`config.mk`:
```
export PLATFORM = sky130hd
export DESIGN_NAME = event_reporter
export DESIGN_NICKNAME = d
export VERILOG_FILES = /design/src/rtl/event_reporter_pkg.sv /design/src/rtl/event_ring.sv /design/src/rtl/event_reporter.sv
export SDC_FILE = /design/constraint.sdc
export NUM_CORES = 1
export LEC_CHECK = 0
export ABC_AREA = 1
export CAP_MARGIN = 15
export CELL_PAD_IN_SITES_DETAIL_PLACEMENT = 0
export CELL_PAD_IN_SITES_GLOBAL_PLACEMENT = 1
export CORE_ASPECT_RATIO = 0.7
export CORE_MARGIN = 1
export CORE_UTILIZATION = 50
export DETAILED_ROUTE_END_ITERATION = 6
export PLACE_DENSITY_LB_ADDON = 0.1
export SETUP_SLACK_MARGIN = 0.15
export SYNTH_ARGS = -nofsm -noshare
export SYNTH_HDL_FRONTEND = slang
export SYNTH_HIERARCHICAL = 1
export SYNTH_SLANG_ARGS = --single-unit
```
`constraint.sdc`:
```
create_clock -name clock -period 3.7 [get_ports clock]
set_input_delay 0.74 -clock clock [delete_from_list [all_inputs] [get_ports clock]]
set_output_delay 0.74 -clock clock [all_outputs]
set_load 0.005 [all_outputs]
```
`src/rtl/event_reporter_pkg.sv`:
```
// Shared constants, FSM state type and ring address helper for the event reporter.
package event_reporter_pkg;

  localparam logic [15:0] HDR_WORD = 16'hA5A5;
  localparam logic [7:0]  TRL_TAG  = 8'h5A;
  localparam int unsigned TS_W     = 32;

  typedef enum logic [2:0] {
    IDLE,
    CAPTURE,
    SEND_HDR,
    SEND_TSH,
    SEND_TSL,
    SEND_DATA,
    SEND_TRL
  } state_e;

  // base < depth and offset <= depth, so one conditional subtract is a full wrap.
  function automatic int unsigned ring_addr(input int unsigned base,
                                            input int unsigned offset,
                                            input int unsigned depth);
    int unsigned sum;
    sum = base + offset;
    if (sum >= depth) sum = sum - depth;
    return sum;
  endfunction

endpackage

```
`src/rtl/event_ring.sv`:
```
// D x 16 snapshot ring: one write port with wrapping pointer and saturating fill
// count, one combinational read port.
module event_ring
  import event_reporter_pkg::*;
#(
  parameter int unsigned D  = 32,
  parameter int unsigned AW = $clog2(D),
  parameter int unsigned FW = $clog2(D + 1)
) (
  input  logic          clock,
  input  logic          reset,
  input  logic          we,
  input  logic [15:0]   wdata,
  input  logic [AW-1:0] rd_addr,
  output logic [15:0]   rd_data,
  output logic [AW-1:0] wptr,
  output logic [FW-1:0] fill
);

  logic [15:0]   mem_q [D];
  logic [AW-1:0] wptr_q, wptr_d;
  logic [FW-1:0] fill_q, fill_d;

  always_comb begin
    wptr_d = wptr_q;
    fill_d = fill_q;
    if (we) begin
      wptr_d = AW'(ring_addr(32'(wptr_q), 32'd1, D));
      if (fill_q != FW'(D)) fill_d = fill_q + 1'b1;
    end
  end

  always_ff @(posedge clock or negedge reset) begin
    if (!reset) begin
      wptr_q <= '0;
      fill_q <= '0;
    end else begin
      wptr_q <= wptr_d;
      fill_q <= fill_d;
    end
  end

  always_ff @(posedge clock) begin
    if (we) mem_q[wptr_q] <= wdata;
  end

  assign rd_data = mem_q[rd_addr];
  assign wptr    = wptr_q;
  assign fill    = fill_q;

endmodule

```
`src/rtl/event_reporter.sv`:
```
// Captures a pre/post-trigger snapshot of the sample stream on each new event and
// streams it out as a framed, timestamped record over valid/ready.
module event_reporter
  import event_reporter_pkg::*;
#(
  parameter int unsigned PRE  = 16,
  parameter int unsigned POST = 16
) (
  input  logic        clock,
  input  logic        reset,
  input  logic [15:0] stream,
  input  logic        eventDetected,
  output logic [15:0] txData,
  output logic        txValid,
  input  logic        txReady,
  output logic        busy,
  output logic [7:0]  dropCount
);

  localparam int unsigned D  = PRE + POST;
  localparam int unsigned AW = $clog2(D);
  localparam int unsigned FW = $clog2(D + 1);
  localparam int unsigned PW = (POST > 1) ? $clog2(POST) : 1;

  state_e            state_q, state_d;
  logic [AW-1:0]     idx_q, idx_d;
  logic [PW-1:0]     post_q, post_d;
  logic [TS_W-1:0]   ts_q, ts_d;
  logic [TS_W-1:0]   cnt_q, cnt_d;
  logic [7:0]        drop_q, drop_d;
  logic [7:0]        rpt_q, rpt_d;
  logic [15:0]       txdata_q, txdata_d;
  logic              txvalid_q, txvalid_d;
  logic              evprev_q, evprev_d;

  logic              rise;
  logic              accept;
  logic              we;
  logic [AW-1:0]     nxt_k;
  logic [AW-1:0]     rd_addr;
  logic [15:0]       rd_data;
  logic [AW-1:0]     wptr;
  logic [FW-1:0]     fill;
  logic              slot_ok;
  logic [15:0]       sample_word;

  event_ring #(
    .D  (D),
    .AW (AW),
    .FW (FW)
  ) u_ring (
    .clock   (clock),
    .reset   (reset),
    .we      (we),
    .wdata   (stream),
    .rd_addr (rd_addr),
    .rd_data (rd_data),
    .wptr    (wptr),
    .fill    (fill)
  );

  assign rise   = eventDetected && !evprev_q;
  assign accept = txvalid_q && txReady;
  assign we     = (state_q == IDLE) || (state_q == CAPTURE);

  // Read address always targets the word loaded on the next accept, so the
  // output register refills every cycle under back-to-back transfers.
  always_comb begin
    nxt_k       = (state_q == SEND_DATA) ? idx_q + 1'b1 : '0;
    rd_addr     = AW'(ring_addr(32'(wptr), 32'(nxt_k), D));
    slot_ok     = (32'(nxt_k) + 32'(fill)) >= D;
    sample_word = slot_ok ? rd_data : '0;
  end

  always_comb begin
    state_d   = state_q;
    idx_d     = idx_q;
    post_d    = post_q;
    ts_d      = ts_q;
    rpt_d     = rpt_q;
    txdata_d  = txdata_q;
    txvalid_d = txvalid_q;
    case (state_q)
      IDLE: begin
        if (rise) begin
          ts_d  = cnt_q;
          rpt_d = drop_q;
          if (POST == 1) begin
            state_d   = SEND_HDR;
            txvalid_d = 1'b1;
            txdata_d  = HDR_WORD;
          end else begin
            state_d = CAPTURE;
            post_d  = PW'(POST - 1);
          end
        end
      end
      CAPTURE: begin
        if (post_q == PW'(1)) begin
          state_d   = SEND_HDR;
          txvalid_d = 1'b1;
          txdata_d  = HDR_WORD;
        end else begin
          post_d = post_q - 1'b1;
        end
      end
      SEND_HDR: begin
        if (accept) begin
          state_d  = SEND_TSH;
          txdata_d = ts_q[TS_W-1:TS_W-16];
        end
      end
      SEND_TSH: begin
        if (accept) begin
          state_d  = SEND_TSL;
          txdata_d = ts_q[15:0];
        end
      end
      SEND_TSL: begin
        if (accept) begin
          state_d  = SEND_DATA;
          idx_d    = '0;
          txdata_d = sample_word;
        end
      end
      SEND_DATA: begin
        if (accept) begin
          if (idx_q == AW'(D - 1)) begin
            state_d  = SEND_TRL;
            txdata_d = {TRL_TAG, rpt_q};
          end else begin
            idx_d    = idx_q + 1'b1;
            txdata_d = sample_word;
          end
        end
      end
      SEND_TRL: begin
        if (accept) begin
          state_d   = IDLE;
          txvalid_d = 1'b0;
          txdata_d  = '0;
        end
      end
      default: state_d = IDLE;
    endcase
  end

  // The trailer reports the count latched at trigger; drops that arrive while the
  // record is in flight survive the clear and are reported by the next record.
  always_comb begin
    drop_d = drop_q;
    if ((state_q == SEND_TRL) && accept) drop_d = drop_q - rpt_q;
    if (rise && (state_q != IDLE) && (drop_d != 8'hFF)) drop_d = drop_d + 8'd1;
    cnt_d    = cnt_q + 1'b1;
    evprev_d = eventDetected;
  end

  always_ff @(posedge clock or negedge reset) begin
    if (!reset) begin
      state_q   <= IDLE;
      idx_q     <= '0;
      post_q    <= '0;
      ts_q      <= '0;
      cnt_q     <= '0;
      drop_q    <= '0;
      rpt_q     <= '0;
      txdata_q  <= '0;
      txvalid_q <= 1'b0;
      evprev_q  <= 1'b0;
    end else begin
      state_q   <= state_d;
      idx_q     <= idx_d;
      post_q    <= post_d;
      ts_q      <= ts_d;
      cnt_q     <= cnt_d;
      drop_q    <= drop_d;
      rpt_q     <= rpt_d;
      txdata_q  <= txdata_d;
      txvalid_q <= txvalid_d;
      evprev_q  <= evprev_d;
    end
  end

  assign txData    = txdata_q;
  assign txValid   = txvalid_q;
  assign busy      = (state_q != IDLE);
  assign dropCount = drop_q;

endmodule

```
==> flow_metrics.env, run 1 <==
export IMPL_vias_per_cell=5.57
export IMPL_place_hpwl_mm=46.0
export IMPL_synth_ff_latch_count=633
export IMPL_cts_made_buffers=59
export IMPL_grt_usage=0.276
export IMPL_yosys_area_top_type="edfxtp_1"
export IMPL_leakage_uw=0.0123
export IMPL_ys_seq_area_frac=0.669
export IMPL_layout_area_overhead_vs_synth_pct=12.8
export IMPL_wirelength_mm=76.8
export IMPL_cts_hold_buf=0
export IMPL_worst_setup_path_type="reg2reg"
export IMPL_die_area_um2=56000
export IMPL_yosysWarnings=6
export IMPL_power_uw=26100
export IMPL_antenna_found_initial=0
export IMPL_rows=71
export IMPL_start_util=0.509
export IMPL_clk_pin_slew_ps=70
export IMPL_grt_max_degree=106
export IMPL_worst_endpoint_arrival_ps=3900
export IMPL_synth_net_count=2603
export IMPL_worst_pin_slew_ps=862
export IMPL_min_period_over_period=0.898
export IMPL_tns_ps=0
export IMPL_syn_area_um2=27500
export IMPL_htree_levels=2
export IMPL_drc=0
export IMPL_die_h_um=198
export IMPL_fmax_ghz=0.301
export IMPL_fin_area_um2=31000
export IMPL_grt_pass1_vias=17700
export IMPL_fp_dieW_um=282
export IMPL_vias=19000
export IMPL_power_density_cell_area_nw_per_um2=840
export IMPL_maxCapViolCount=0
export IMPL_fin_skew_ps=24.2
export IMPL_synth_distinct_cells=48
export IMPL_grt_pass1_wl_mm=113
export IMPL_period_minus_slack_ps=3320
export IMPL_slew_violations=0
export IMPL_postSynthCellCount=2552
export IMPL_layout_common_cells="nand2_1 (923), edfxtp_1 (512), nand3_1 (420)"
export IMPL_core_area_um2=54000
export IMPL_synth_area_leaders="edfxtp_1 (56%), nand2_1 (13%), dfrtp_1 (11%)"
export IMPL_grt_setup_unrepaired="true"
export IMPL_synth_top_area_share=0.559
export IMPL_endpoint_kind="flip-flop"
export IMPL_tritoncts="yes"
export IMPL_hold_viol=0
export IMPL_cts_root_buf="clkbuf_16"
export IMPL_start_kind="flip-flop"
export IMPL_peakVddDrop_mv=0.554
export IMPL_cts_sinks=633
export IMPL_final_common_cell="nand2_1"
export IMPL_cp_required_ps=4270
export IMPL_drive_gt1_frac=0.0934
export IMPL_hold_path_class="in2async"
export IMPL_final_nets=2678
export IMPL_clockBufferDepth=3
export IMPL_ant_nets=0
export IMPL_place_congestion=0.889
export IMPL_fillCellCount=4631
export IMPL_placed_area_um2=28900
export IMPL_num_io_pins=46
export IMPL_syn_area_per_cell_um2=10.8
export IMPL_hold_ws_ps=217
export IMPL_grt_remaining_overflow=0
export IMPL_crit_path_max_fanout=47
export IMPL_clock_latency_ps=640
export IMPL_drt_first_pass_iters=5
export IMPL_ys_async_sr_fraction=0.191
export IMPL_setup_viol=0
export IMPL_synth_edff_count=512
export IMPL_port_buffers=45
export IMPL_wl_per_cell_um=22.5
export IMPL_drt_initial_drc_count=1889
export IMPL_maxSlewHeadroom=0.425
export IMPL_synth_flop_cell="edfxtp_1"
export IMPL_status="completed"
[timing repair]
action,CTS,global route
endpoints found under the setup margin,0,16
buffers inserted,0,1
gates resized for setup,0,15
[logic make-up after synthesis]
kind of cell / share of synthesized area
buffers and inverters: 0.0444
AOI/OAI and AO/OA: 0.0214
muxes: 0.00327
DFF: 0.669
adders and majority gates: 0.0149
and+or+nand+nor: 0.233
xor gates and xnor gates: 0.0143
[cells in the mapped netlist, types with 3 or more instances]
cell	n
fa_1	3
a221oi_1	11
inv_2	9
xor2_1	41
buf_6	25
ha_1	28
a21oi_1	27
nand2_1	924
nand3_1	422
nand4_1	8
nand3b_1	5
o21ai_0	45
nor4_1	3
buf_4	11
nor2_2	11
mux2_2	6
nand2_2	5
nor2_4	4
xnor2_1	4
buf_1	8
dfrtp_1	121
buf_2	53
a22oi_1	4
a31oi_1	4
clkbuf_1	24
edfxtp_1	512
inv_1	103
nand2_4	6
nor3_1	15
nor2_1	86
[where the power goes]
part | switching [uW] | internal [uW] | leakage [uW]
Combinational | 7940 | 3290 | 0.00518
Sequential | 336 | 8400 | 0.00618
Clock | 2690 | 3410 | 0.000956
[worst paths after layout]
| path | start | to | slack [ps] | cells past startpoint |
|---|---|---|---|---|
| max | state_q[1] | txData[11] | 380 | 18 |
| min | reset | dropCount[6] | 220 | 1 |
| max reg2reg | state_q[1] | txData[11] | 380 | 18 |
| min reg2reg | cnt_q[16] | cnt_q[16] | 470 | 1 |
| max in group asynchronous | reset | cnt_q[31] | 2620 | 2 |
| min in group clock | cnt_q[16] | cnt_q[16] | 470 | 1 |
[metal layers]
metal	wire length [um]	vias to the layer above	share of wire	global-route usage
met2	30500	844	0.40	0.364
li1	-	8842	-	-
met4	1510	0	0.020	0.0683
met5	0	-	0	0
met1	35900	9205	0.47	0.447
met3	8830	96	0.12	0.0690
[flip-flops by register name (all words and copies together) (netlist names)]
name	count
evprev_q	1
u_ring/mem_q	512
cnt_q	32
txData	16
idx_q	5
u_ring/fill	6
u_ring/wptr	5
txValid	1
dropCount	8
rpt_q	8
post_q	4
state_q	3
ts_q	32
[worst max-delay path, cell delays in order, from the launching register on]
cell and delay (ps):
dfrtp_1 390, nor2_2 200, nand2_2 170, inv_1 150, nand2_1 140, fa_1 540
xnor2_4 220, inv_2 140, buf_12 290, nand3_1 260, nand2_1 130, nand2_1 60
nand2_1 70, nand2_1 50, nand2_1 70, nand2_1 50, o21ai_0 170, nand2_1 60
nand2_1 60
[through the flow]
step | instances | worst slack, ps | utilization
floorplan | 2552 | 727 | -
finish | 3408 | 378 | 0.575
global route | 3407 | 143 | 0.575
CTS | 3402 | 209 | 0.572
global placement | 3291 | 264 | 0.536
detailed placement | 3291 | 218 | 0.536
[layout make-up]
cell class              instances  area [um2]  share of cell area
repair buffers                137        1370              0.0441
inverters                     115         454              0.0146
diodes                          1        2.50           0.0000806
clock buffers                  79        1650              0.0530
well taps                     730         913              0.0294
multi-input cells            1681        7970               0.257
clock inverters                32         283             0.00911
flip-flops and latches        633       18400               0.593
Note: power is estimated with default switching activity, not from simulation.
==> run 2: changes to the inputs <==
--- a/config.mk
+++ b/config.mk
@@ -12,6 +12,7 @@
 export CORE_ASPECT_RATIO = 0.7
 export CORE_MARGIN = 1
 export CORE_UTILIZATION = 50
+export CTS_CLUSTER_SIZE = 25
 export DETAILED_ROUTE_END_ITERATION = 6
 export PLACE_DENSITY_LB_ADDON = 0.1
 export SETUP_SLACK_MARGIN = 0.15
==> results of run 2 <==
No change in the layout: final DEF, timing and power equal those of run 1.
